### src/rtl/ddr_pkg.sv
// Shared types and constants for the DDR controller write path.
// Holds the write-staging defaults, the per-slot countdown state encoding
// and the helper that turns CAS write latency into a release delay.
package ddr_pkg;

  // Default geometry of the write-burst staging buffer
  localparam int STAGE_DEPTH   = 8;
  localparam int STAGE_MAX_OUT = 4;

  // Field widths of one staged burst entry and of the CWL setting
  localparam int ENTRY_BL_W  = 4;
  localparam int ENTRY_PRE_W = 2;
  localparam int CWL_W       = 5;

  // One BL8 burst of x8 data, beat 0 in the low byte
  typedef logic [63:0] wr_data_type;

  // Life cycle of one outstanding-write countdown slot
  typedef enum logic [1:0] {
    SLOT_FREE    = 2'd0,
    SLOT_COUNT   = 2'd1,
    SLOT_RELEASE = 2'd2
  } slot_state_t;

  // Clocks from the WRITE command until the burst must reach the
  // serializer: CWL minus the preamble the serializer adds in front,
  // but never less than one clock so a release can always be scheduled.
  function automatic logic [CWL_W-1:0] wr_release_delay(
    input logic [CWL_W-1:0]       cwlVal,
    input logic [ENTRY_PRE_W-1:0] preVal
  );
    logic [CWL_W-1:0] preExt;
    preExt = {{(CWL_W - ENTRY_PRE_W){1'b0}}, preVal};
    if (cwlVal > preExt) begin
      return cwlVal - preExt;
    end
    return CWL_W'(1);
  endfunction

endpackage

### src/rtl/ctrl_sync_fifo.sv
// Single-clock FIFO used to stage write bursts.
// Besides the head entry it exposes a narrow "peek" field of the entry a
// given number of places behind the head, so the owner can look at entries
// that are queued but not yet the next to leave.
module ctrl_sync_fifo
  import ddr_pkg::*;
#(
  parameter int WIDTH  = 70,
  parameter int DEPTH  = 8,
  parameter int PEEK_W = 2,
  localparam int AW    = $clog2(DEPTH),
  localparam int LW    = $clog2(DEPTH + 1)
) (
  input  logic              clk,
  input  logic              rst_n,
  input  logic              i_push,
  input  logic [WIDTH-1:0]  i_wdata,
  input  logic              i_pop,
  input  logic [AW-1:0]     i_peekOfs,
  output logic [WIDTH-1:0]  o_headData,
  output logic [PEEK_W-1:0] o_peekData,
  output logic [LW-1:0]     o_level,
  output logic              o_full
);

  logic [WIDTH-1:0] r_mem [DEPTH];
  logic [AW-1:0]    r_wrPtr;
  logic [AW-1:0]    r_rdPtr;
  logic [LW-1:0]    r_level;
  logic [AW-1:0]    w_peekIdx;
  logic [WIDTH-1:0] w_peekEntry;
  logic             w_empty;
  logic             w_doPush;
  logic             w_doPop;

  assign o_full      = (r_level == LW'(DEPTH));
  assign w_empty     = (r_level == '0);
  assign w_doPush    = i_push && !o_full;
  assign w_doPop     = i_pop && !w_empty;
  assign w_peekIdx   = r_rdPtr + i_peekOfs;
  assign w_peekEntry = r_mem[w_peekIdx];
  assign o_headData  = r_mem[r_rdPtr];
  assign o_peekData  = w_peekEntry[PEEK_W-1:0];
  assign o_level     = r_level;

  // Storage array; contents need no reset because level gates every read
  always_ff @(posedge clk) begin
    if (w_doPush) begin
      r_mem[r_wrPtr] <= i_wdata;
    end
  end

  // Pointers wrap naturally since DEPTH is a power of two
  always_ff @(posedge clk or negedge rst_n) begin
    if (!rst_n) begin
      r_wrPtr <= '0;
      r_rdPtr <= '0;
    end else begin
      if (w_doPush) begin
        r_wrPtr <= r_wrPtr + 1'b1;
      end
      if (w_doPop) begin
        r_rdPtr <= r_rdPtr + 1'b1;
      end
    end
  end

  // Occupancy; a push and a pop in the same cycle cancel out
  always_ff @(posedge clk or negedge rst_n) begin
    if (!rst_n) begin
      r_level <= '0;
    end else begin
      case ({w_doPush, w_doPop})
        2'b10:   r_level <= r_level + 1'b1;
        2'b01:   r_level <= r_level - 1'b1;
        default: r_level <= r_level;
      endcase
    end
  end

endmodule

### src/rtl/ctrl_wr_staging.sv
// Write-data staging between the host and the DQ/DQS serializer.
// Host bursts wait in a FIFO. Each WRITE command the scheduler issues claims
// the oldest unclaimed burst and starts a countdown slot of
// max(CWL - preamble, 1) clocks; when the countdown ends the burst leaves
// the FIFO head with a one-cycle out_vld. Slots are allocated and retired
// as a ring, so releases always come out in issue order.
module ctrl_wr_staging
  import ddr_pkg::*;
#(
  parameter int DEPTH   = STAGE_DEPTH,
  parameter int MAX_OUT = STAGE_MAX_OUT,
  parameter int DATA_W  = $bits(wr_data_type)
) (
  input  logic                   CK_t,
  input  logic                   reset_n,
  input  logic                   wr_req_vld,
  output logic                   wr_req_rdy,
  input  logic [DATA_W-1:0]      wr_req_data,
  input  logic [ENTRY_BL_W-1:0]  wr_req_bl,
  input  logic [ENTRY_PRE_W-1:0] wr_req_pre,
  input  logic                   wr_issue,
  input  logic [CWL_W-1:0]       cwl,
  output logic                   out_vld,
  output logic [DATA_W-1:0]      out_data,
  output logic [ENTRY_BL_W-1:0]  out_bl,
  output logic [ENTRY_PRE_W-1:0] out_pre,
  output logic [3:0]             level,
  output logic                   underflow_err,
  output logic                   overflow_err
);

  localparam int ENTRY_W = DATA_W + ENTRY_BL_W + ENTRY_PRE_W;
  localparam int AW      = $clog2(DEPTH);
  localparam int LW      = $clog2(DEPTH + 1);
  localparam int SW      = (MAX_OUT > 1) ? $clog2(MAX_OUT) : 1;
  localparam int BW      = $clog2(MAX_OUT + 1);

  // FIFO side
  logic [ENTRY_W-1:0]     w_pushEntry;
  logic [ENTRY_W-1:0]     w_headEntry;
  logic [DATA_W-1:0]      w_headData;
  logic [ENTRY_BL_W-1:0]  w_headBl;
  logic [ENTRY_PRE_W-1:0] w_headPre;
  logic [ENTRY_PRE_W-1:0] w_peekPre;
  logic [LW-1:0]          w_fifoLevel;
  logic                   w_fifoFull;
  logic                   w_push;

  // Countdown slots
  slot_state_t            r_slotState [MAX_OUT];
  logic [CWL_W-1:0]       r_slotCnt   [MAX_OUT];
  logic [SW-1:0]          r_allocPtr;
  logic [SW-1:0]          r_relPtr;
  logic [BW-1:0]          r_busyCnt;
  logic                   w_slotsFull;
  logic                   w_hasUncommitted;
  logic                   w_issueOk;
  logic                   w_release;
  logic [CWL_W-1:0]       w_issueDelay;

  // Output hold registers and sticky errors
  logic [DATA_W-1:0]      r_holdData;
  logic [ENTRY_BL_W-1:0]  r_holdBl;
  logic [ENTRY_PRE_W-1:0] r_holdPre;
  logic                   r_underflow;
  logic                   r_overflow;

  // Advance a slot ring pointer, wrapping at MAX_OUT
  function automatic logic [SW-1:0] nextSlot(input logic [SW-1:0] ptr);
    return (ptr == SW'(MAX_OUT - 1)) ? '0 : ptr + 1'b1;
  endfunction

  assign w_pushEntry = {wr_req_data, wr_req_bl, wr_req_pre};
  assign w_push      = wr_req_vld && wr_req_rdy;
  assign wr_req_rdy  = !w_fifoFull;
  assign level       = 4'(w_fifoLevel);

  ctrl_sync_fifo #(
    .WIDTH  (ENTRY_W),
    .DEPTH  (DEPTH),
    .PEEK_W (ENTRY_PRE_W)
  ) u_burstFifo (
    .clk        (CK_t),
    .rst_n      (reset_n),
    .i_push     (w_push),
    .i_wdata    (w_pushEntry),
    .i_pop      (w_release),
    .i_peekOfs  (AW'(r_busyCnt)),
    .o_headData (w_headEntry),
    .o_peekData (w_peekPre),
    .o_level    (w_fifoLevel),
    .o_full     (w_fifoFull)
  );

  assign w_headData = w_headEntry[ENTRY_W-1:ENTRY_BL_W+ENTRY_PRE_W];
  assign w_headBl   = w_headEntry[ENTRY_PRE_W +: ENTRY_BL_W];
  assign w_headPre  = w_headEntry[ENTRY_PRE_W-1:0];

  // Entries already claimed by a slot sit at the FIFO head, so the oldest
  // unclaimed entry is r_busyCnt places behind it; that is where the peek
  // looks for the preamble that shortens the countdown.
  assign w_slotsFull      = (r_busyCnt == BW'(MAX_OUT));
  assign w_hasUncommitted = (int'(w_fifoLevel) > int'(r_busyCnt));
  assign w_issueOk        = wr_issue && !w_slotsFull && w_hasUncommitted;
  assign w_issueDelay     = wr_release_delay(cwl, w_peekPre);

  // Only the oldest slot may release; younger slots that already reached
  // zero wait in RELEASE until they become the oldest.
  assign w_release = (r_slotState[r_relPtr] == SLOT_RELEASE);

  // While nothing is released the outputs keep showing the last burst
  assign out_vld  = w_release;
  assign out_data = w_release ? w_headData : r_holdData;
  assign out_bl   = w_release ? w_headBl   : r_holdBl;
  assign out_pre  = w_release ? w_headPre  : r_holdPre;

  assign underflow_err = r_underflow;
  assign overflow_err  = r_overflow;

  // Slot state machines: count down, release oldest, allocate on issue.
  // A delay of one goes straight to RELEASE so the burst leaves on the
  // clock right after the WRITE command.
  always_ff @(posedge CK_t or negedge reset_n) begin
    if (!reset_n) begin
      for (int i = 0; i < MAX_OUT; i++) begin
        r_slotState[i] <= SLOT_FREE;
        r_slotCnt[i]   <= '0;
      end
      r_allocPtr <= '0;
      r_relPtr   <= '0;
      r_busyCnt  <= '0;
    end else begin
      for (int i = 0; i < MAX_OUT; i++) begin
        if (r_slotState[i] == SLOT_COUNT) begin
          if (r_slotCnt[i] <= CWL_W'(1)) begin
            r_slotState[i] <= SLOT_RELEASE;
            r_slotCnt[i]   <= '0;
          end else begin
            r_slotCnt[i] <= r_slotCnt[i] - 1'b1;
          end
        end
      end
      if (w_release) begin
        r_slotState[r_relPtr] <= SLOT_FREE;
        r_relPtr              <= nextSlot(r_relPtr);
      end
      if (w_issueOk) begin
        r_slotState[r_allocPtr] <= (w_issueDelay == CWL_W'(1)) ? SLOT_RELEASE : SLOT_COUNT;
        r_slotCnt[r_allocPtr]   <= w_issueDelay - 1'b1;
        r_allocPtr              <= nextSlot(r_allocPtr);
      end
      case ({w_issueOk, w_release})
        2'b10:   r_busyCnt <= r_busyCnt + 1'b1;
        2'b01:   r_busyCnt <= r_busyCnt - 1'b1;
        default: r_busyCnt <= r_busyCnt;
      endcase
    end
  end

  // Capture each released burst so the outputs can hold it afterwards
  always_ff @(posedge CK_t or negedge reset_n) begin
    if (!reset_n) begin
      r_holdData <= '0;
      r_holdBl   <= '0;
      r_holdPre  <= '0;
    end else if (w_release) begin
      r_holdData <= w_headData;
      r_holdBl   <= w_headBl;
      r_holdPre  <= w_headPre;
    end
  end

  // Sticky error flags for dropped WRITE commands; only reset clears them
  always_ff @(posedge CK_t or negedge reset_n) begin
    if (!reset_n) begin
      r_underflow <= 1'b0;
      r_overflow  <= 1'b0;
    end else begin
      if (wr_issue && !w_hasUncommitted) begin
        r_underflow <= 1'b1;
      end
      if (wr_issue && w_slotsFull) begin
        r_overflow <= 1'b1;
      end
    end
  end

endmodule
### config.mk
export PLATFORM = sky130hd
export DESIGN_NAME = ctrl_wr_staging
export DESIGN_NICKNAME = d
export VERILOG_FILES = /design/src/rtl/ddr_pkg.sv /design/src/rtl/ctrl_sync_fifo.sv /design/src/rtl/ctrl_wr_staging.sv
export SDC_FILE = /design/constraint.sdc
export NUM_CORES = 1
export LEC_CHECK = 0
export ABC_AREA = 1
export CAP_MARGIN = 20
export CORE_MARGIN = 1.5
export CORE_UTILIZATION = 55
export DETAILED_ROUTE_END_ITERATION = 6
export PLACE_DENSITY = 0.83
export SLEW_MARGIN = 5
export SYNTH_ARGS = -nofsm -noshare
export SYNTH_HDL_FRONTEND = slang
export SYNTH_SLANG_ARGS = --single-unit
### constraint.sdc
create_clock -name CK_t -period 4.8 [get_ports CK_t]
set_input_delay 0.96 -clock CK_t [delete_from_list [all_inputs] [get_ports CK_t]]
set_output_delay 0.96 -clock CK_t [all_outputs]
set_load 0.03 [all_outputs]
======== After elaboration in Yosys (flattened, before gate mapping) ========
Memory sizes are Yosys's and may differ from the RTL's.
Index checks and enable logic that the tools add are counted.
storage, ports and cells
  flip-flop bits (word level) ............. 117
  RAM bits ................................ 560
  input port bits ......................... 79
  output and inout port bits .............. 78
  word-level logic and storage cells ...... 122
  memories kept ........................... 1
operators by class
  add/subtract/negate cells ............... 15
  order comparisons ....................... 10
  equal/unequal tests ..................... 14
  multiplexer cells ....................... 43
  bitwise operators ....................... 4
  reductions and logical operators ........ 16
memory list
  name               depth  width  rd ports  clocked after Yosys merged registers in  write ports  line                  RTL
  u_burstFifo.r_mem  8      70     2         0                                        1            ctrl_sync_fifo.sv:26  logic [WIDTH-1:0] r_mem [DEPTH];
operator list
  operator               number
  $mux W64               1
  $mux W5                11
  $mux W2                16
  $sub A5 B1 Y5 const B  5
  $bwmux W20             1
  $le A5 B1 Y1 const B   4
  $mux W20               1
  $mux W8                2
  $eq A2 B1 Y1 const B   6
  $demux W5 S2           1
  $eq A2 B2 Y1 const B   5
  $add A3 B1 Y3 const B  3
  $logic_and A1 B1 Y1    9
  $and A8 B8 Y8          1
  $bwmux W8              1
  $demux W2 S2           2
  $not A8 Y8             1
  $pmux W4 S2            1
  $ge A3 B3 Y1 const B   2
  $lt A3 B1 Y1 const B   2
  $not A2 Y3             2
  $pmux W3 S2            1
  $eq A5 B1 Y1 const B   1
  $gt A5 B2 Y1           1
  15 further kinds       22

======== Longest topological paths before layout ========
Gate-level depths: netlist (run 1).
  depth after elaboration ................. 10
  gate-level depth with buffers ........... 23
  depth with buffers taken out ............ 22

======== By module ========
Synthesis (run 1) repeated with hierarchy kept, for this count alone.
unflattened totals
  cell total of the unflattened synthesis .. 2686
  area, all modules ....................... 28474.8 um^2
by module, submodules not included
  module           times used  cells each  area an instance (um^2)  seq. area each (um^2)
  ctrl_sync_fifo   1           2011        23085.9                  17066.4
  ctrl_wr_staging  1           675         5388.9                   2677.6

======== Least setup slack after synthesis (run 1) ========
No wires, ideal clock.
  path kind ............................... register -> register
  start ................................... register u_burstFifo.r_level[1] (netlist: u_burstFifo.o_level[1])
  end ..................................... memory u_burstFifo.r_mem[0][0] (enable)
  setup time .............................. 498 ps
  arrival time ............................ 4372 ps
  data required time ...................... 4302 ps
  slack ................................... -71 ps
  cell stages (with the launch flop) ...... 6
  buffers on the path ..................... 0
  period minus slack after synthesis ...... 4871 ps
  cell sequence ........................... dfrtp_1 -> nor2_1 -> nand3_1 -> nand2_1 -> or2_2 -> nor2_1
between the ends
  word-level cells in the longest chain between the ends .. 6
ends and longest elaborated chain
  element                            line                   RTL
  start, declared                    ctrl_sync_fifo.sv:29   logic [LW-1:0] r_level;
  start signal, assigned             ctrl_sync_fifo.sv:74   2'b10: r_level <= r_level + 1'b1;
  start signal, assigned             ctrl_sync_fifo.sv:75   2'b01: r_level <= r_level - 1'b1;
  start signal, assigned             ctrl_sync_fifo.sv:76   default: r_level <= r_level;
  $eq A4 B4 Y1 (*)                   ctrl_sync_fifo.sv:36   assign o_full = (r_level == LW'(DEPTH));
  $logic_not A1 Y1 (*)               ctrl_wr_staging.sv:75  assign wr_req_rdy = !w_fifoFull;
  named net wr_req_rdy               ctrl_wr_staging.sv:17  output logic wr_req_rdy,
  $logic_and A1 B1 Y1                ctrl_wr_staging.sv:74  assign w_push = wr_req_vld && wr_req_rdy;
  $logic_and A1 B1 Y1 (*)            ctrl_sync_fifo.sv:38   assign w_doPush = i_push && !o_full;
  $mux W1 (*)                        ctrl_sync_fifo.sv:48   if (w_doPush) begin
  $mux W1 (implied by the code) (*)  ctrl_sync_fifo.sv:49   r_mem[r_wrPtr] <= i_wdata;
  end, declared                      ctrl_sync_fifo.sv:26
The timed path passes the listed nets; every way through them passes the cells marked *.

======== Final worst setup path (run 1) ========
  start ................................... register u_burstFifo.r_rdPtr[0]
  end ..................................... output port out_data[18]
between the ends
  word-level cells in the longest chain between the ends .. 2
ends and longest elaborated chain
  element                 line                   RTL
  start, declared         ctrl_sync_fifo.sv:28   logic [AW-1:0] r_rdPtr;
  start signal, assigned  ctrl_sync_fifo.sv:63   r_rdPtr <= r_rdPtr + 1'b1;
  $mem_v2 Z8 W70          -
  $mux W64                -
  end, declared           ctrl_wr_staging.sv:24  output logic [DATA_W-1:0] out_data,
No other way between the ends.

==> results.py, run 1 <==
metrics = {
    "final_layout": {
        "final_design_area_no_fill_mm2": 0.0317,
        "multi_input_area_mm2": 0.00659,
        "fill_cells": 3262,
        "fin_nets": 2409,
        "regArea_mm2": 0.0198,
        "drive_above_1_share_pct": 7.36,
        "syn_to_final_growth_pct": 16.0,
    },
    "synthesis": {
        "synth.area.top_cells": "edfxtp_1 (62%), dfrtp_1 (11%), o21ai_0 (4.7%), nor2_1 (4.6%), nand2_1 (3.1%)",
        "synth_commonest_cells": "edfxtp_1 (560), nor2_1 (332), o21ai_0 (254)",
        "syn_area_mm2": 0.0273,
        "synth_fa_ha_area_share_pct": 1.62,
        "synth_top_area_share_pct": 61.5,
        "synth_edf_count": 560,
        "yosysWarningCount": 0,
        "synthFlopType": "edfxtp_1",
        "muxShareOfSynthArea_pct": 0.0412,
        "async_flop_share_pct": 17.3,
        "yosysTopAreaCell": "edfxtp_1",
        "synth_area_per_cell_um2": 12.6,
        "yosysMostFrequentCell": "edfxtp_1",
        "ys_seq_elements": 677,
        "syn_nets": 2276,
        "syn_inst": 2164,
        "synth_top_family_by_area": "compound AO/OA/AOI/OAI gates",
        "synth-simple-area-share_pct": 9.88,
        "synth-xor-area-share_pct": 0.609,
        "synth_cell_types": 41,
        "synth_seq_area_share_pct": 72.2,
        "synth_compound_area_share_pct": 11.7,
    },
    "floorplanning": {
        "die_area_mm2": 0.0510,
        "die_w_um": 226,
        "initial_core_util_pct": 55.8,
        "core_mm2": 0.0490,
        "placementRows": 81,
        "io_pins": 157,
        "die_h_um": 226,
    },
    "clocking": {
        "clockBufferDepth": 3,
        "ctsHoldBuffers": 0,
        "clkSinkCount": 677,
        "cts_resized": 0,
        "cts.htree.levels": 3,
        "clk_pin_slew_ns": 0.06,
        "clock_latency_ns": 0.60,
        "cts_made_buffers": 67,
        "cts_tree": "done",
        "post_cts_buffers": 0,
        "cts_root_buf": "clkbuf_16",
    },
    "sta": {
        "skew_ns": 0.0231,
        "fmax_mhz": 215,
        "worstMarginPinSlew_ns": 1.24,
        "tns_ns": 0,
        "finalCritPeriodShare_pct": 96.8,
        "timing.max_slew.rel_slack_pct": 17.2,
        "setup_viol": 0,
        "hold_viol": 0,
        "min_period_ns": 4.64,
        "holdWs_ns": 0.221,
        "slew_violations": 0,
        "worst_slack_ns": 0.155,
    },
    "global_routing": {
        "grt.total_usage_pct": 25.6,
        "grt.busiest_layer": "met2",
        "grt_pass1_wl_um": 99100,
        "grt_pass1_vias": 18100,
        "grt_max_degree": 283,
        "grtUsageMet3_pct": 4.32,
        "globalRouteMet2Util_pct": 42.7,
        "overflow": 0,
        "grtUsageMet1_pct": 32.7,
        "grt_antenna_before_repair": 11,
    },
    "setup_path": {
        "worstPathRequired_ns": 3.84,
        "cpMostUsedCell": "o21ai_0",
        "crit_slowest_cell": "buf_12",
        "cp_max_fo": 282,
        "start_kind": "flop",
        "reg2reg_slack_ns": 0.92,
        "critPathKind": "flop to output pin",
        "path_buf_inv": 2,
        "crit_path_cell_trace": "buf_12 -> o21ai_0 -> o22ai_1 -> o21ai_0 -> o21ai_1 -> clkdlybuf4s50_1",
        "arrival_ns": 3.68,
        "r2r_end": "r_slotCnt[19]",
        "rr_worst_depth": 19,
        "reg2reg_from": "u_burstFifo.r_rdPtr[0]",
        "crit_path_end_kind": "output pin",
        "cp_slowest_stage_delay_ns": 0.81,
        "crit_family": "buffers and inverters",
    },
    "job": {
        "max_cap_violations": 0,
    },
    "drt": {
        "drc": 0,
        "vias": 18200,
        "postRouteAntennaNets": 0,
        "avgViaCountPerCell": 6.03,
        "drtIter0Drc": 2258,
        "drt_pass1_iterations": 7,
        "drt-wirelength-per-cell_um": 21.6,
        "finalWirelength_um": 65100,
    },
    "pwr": {
        "powerDensity_mw_per_mm2": 435,
        "power.leakage_nw": 11.5,
        "max-vdd-ir-drop_mv": 0.298,
        "p_total_mw": 13.8,
    },
    "placed_design": {
        "pre_cts_slack_ns": 0.878,
        "dp_hpwl_um": 34200,
        "io_buffers": 156,
        "place_area_mm2": 0.0294,
        "place_congestion": 0.824,
    },
    "outcome": {
        "status": "finished, final reports clean",
    },
    "hold_path": {
        "min_path_type": "input port to asynchronous set/reset pin",
    },
}
[cell type report]
cell class              instances  area share (%)
flip-flops and latches        677            62.3
clock buffers                  94            6.13
inverters                      95            1.16
clock inverters                28           0.967
well taps                     664            2.62
diodes                          7          0.0552
repair buffers                187            6.00
multi-input cells            1269            20.8
[layer usage]
metal / up-vias / wire length, µm
met4: 10 / 2070
met5: - / 72
met1: 8989 / 25200
met2: 936 / 32600
li1: 8138 / -
met3: 147 / 5120
[worst reg2reg max path, cell delays in order (launching register included)]
cell,delay [ns]
dfrtp_4,0.52
ha_1,0.19
inv_1,0.06
fa_1,0.43
inv_1,0.20
a21oi_1,0.07
o21ai_0,0.11
o21ai_0,0.11
o21ai_0,0.40
ha_1,0.33
nand2_1,0.07
inv_1,0.04
nand3_1,0.08
nand2_1,0.11
nor2_1,0.28
ha_1,0.25
nand2_1,0.09
o21ai_0,0.28
nand3_1,0.11
nand2_1,0.09
[placed cells by master (no fill, tap or decap), types with 3 or more instances in the layout]
master / Yosys / routed
a21oi_1: 22 / 22
buf_12: 0 / 7
buf_4: 4 / 23
bufinv_16: 0 / 6
clkbuf_1: 63 / 15
clkbuf_16: 0 / 71
clkbuf_8: 0 / 8
clkdlybuf4s50_1: 0 / 155
clkinv_1: 0 / 3
clkinv_2: 0 / 14
dfrtp_1: 117 / 114
diode_2: 0 / 7
edfxtp_1: 560 / 560
fa_1: 4 / 4
ha_1: 29 / 29
inv_1: 86 / 85
inv_2: 8 / 7
inv_6: 1 / 3
nand2_1: 229 / 228
nand3_1: 83 / 83
nand3b_1: 3 / 3
nor2_1: 332 / 324
nor2_4: 3 / 11
nor3_1: 6 / 6
o211ai_1: 7 / 7
o21ai_0: 254 / 254
o21ai_1: 118 / 118
o221ai_1: 92 / 92
o22ai_1: 46 / 46
or2_2: 4 / 4
xnor2_1: 9 / 9
xor2_1: 10 / 10
[cells by family (layout without fill, tap and decap cells)]
| group | Yosys count | count (layout) |
|---|---|---|
| AO/OA/AOI/OAI | 549 | 549 |
| XOR/XNOR | 19 | 19 |
| adder cells (fa/ha/maj) | 33 | 33 |
| buffers and inverters | 218 | 404 |
| flip-flops | 677 | 677 |
| multiplexers | 1 | 1 |
| other | 0 | 7 |
| AND/OR/NAND/NOR | 667 | 667 |
[sequential cells by signal (all words and copies together), names as in the netlist]
register             flops
r_holdBl                 4
u_burstFifo.r_rdPtr      3
r_relPtr                 2
r_slotCnt               20
underflow_err            1
overflow_err             1
r_busyCnt                3
u_burstFifo.o_level      4
r_holdPre                2
r_holdData              64
u_burstFifo.r_wrPtr      3
u_burstFifo.r_mem      560
r_slotState              8
r_allocPtr               2
[how the worst max path moves through the flow]
stage	from	to	slack, ns	cells after the start
3_5_place_dp	u_burstFifo.r_rdPtr[0]	out_data[1]	0.88	6
2_1_floorplan	u_burstFifo.o_level[1]	u_burstFifo.r_mem[0][0]	-0.07	5
3_3_place_gp	u_burstFifo.r_rdPtr[0]	out_data[1]	0.97	6
4_1_cts	u_burstFifo.r_rdPtr[0]	out_data[18]	0.19	6
6_report	u_burstFifo.r_rdPtr[0]	out_data[18]	0.16	6
5_1_grt	u_burstFifo.r_rdPtr[0]	out_data[1]	-0.007	6
[metrics by stage]
stage / instances / util, %
5_1_grt: 3019 / 64.8
3_5_place_dp: 2891 / 60.1
4_1_cts: 3013 / 64.7
3_3_place_gp: 2891 / 60.1
6_report: 3021 / 64.8
2_1_floorplan: 2164 / -
[report_power, final]
| group | total (mW) | switching (mW) | leakage [nW] | internal [mW] |
|---|---|---|---|---|
| clock | 5.31 | 2.15 | 1.11 | 3.16 |
| sequential | 7.29 | 0.176 | 6.65 | 7.11 |
| combinational | 1.19 | 0.886 | 3.71 | 0.299 |
| total | 13.8 | 3.21 | 11.5 | 10.6 |
No activity file was read; power rests on OpenSTA's default activity.
==> run 2: changes to the inputs <==
GPL_TIMING_DRIVEN = 1   (was default)
==> results of run 2 <==
Final layout, timing and power as in run 1 (identical DEF).
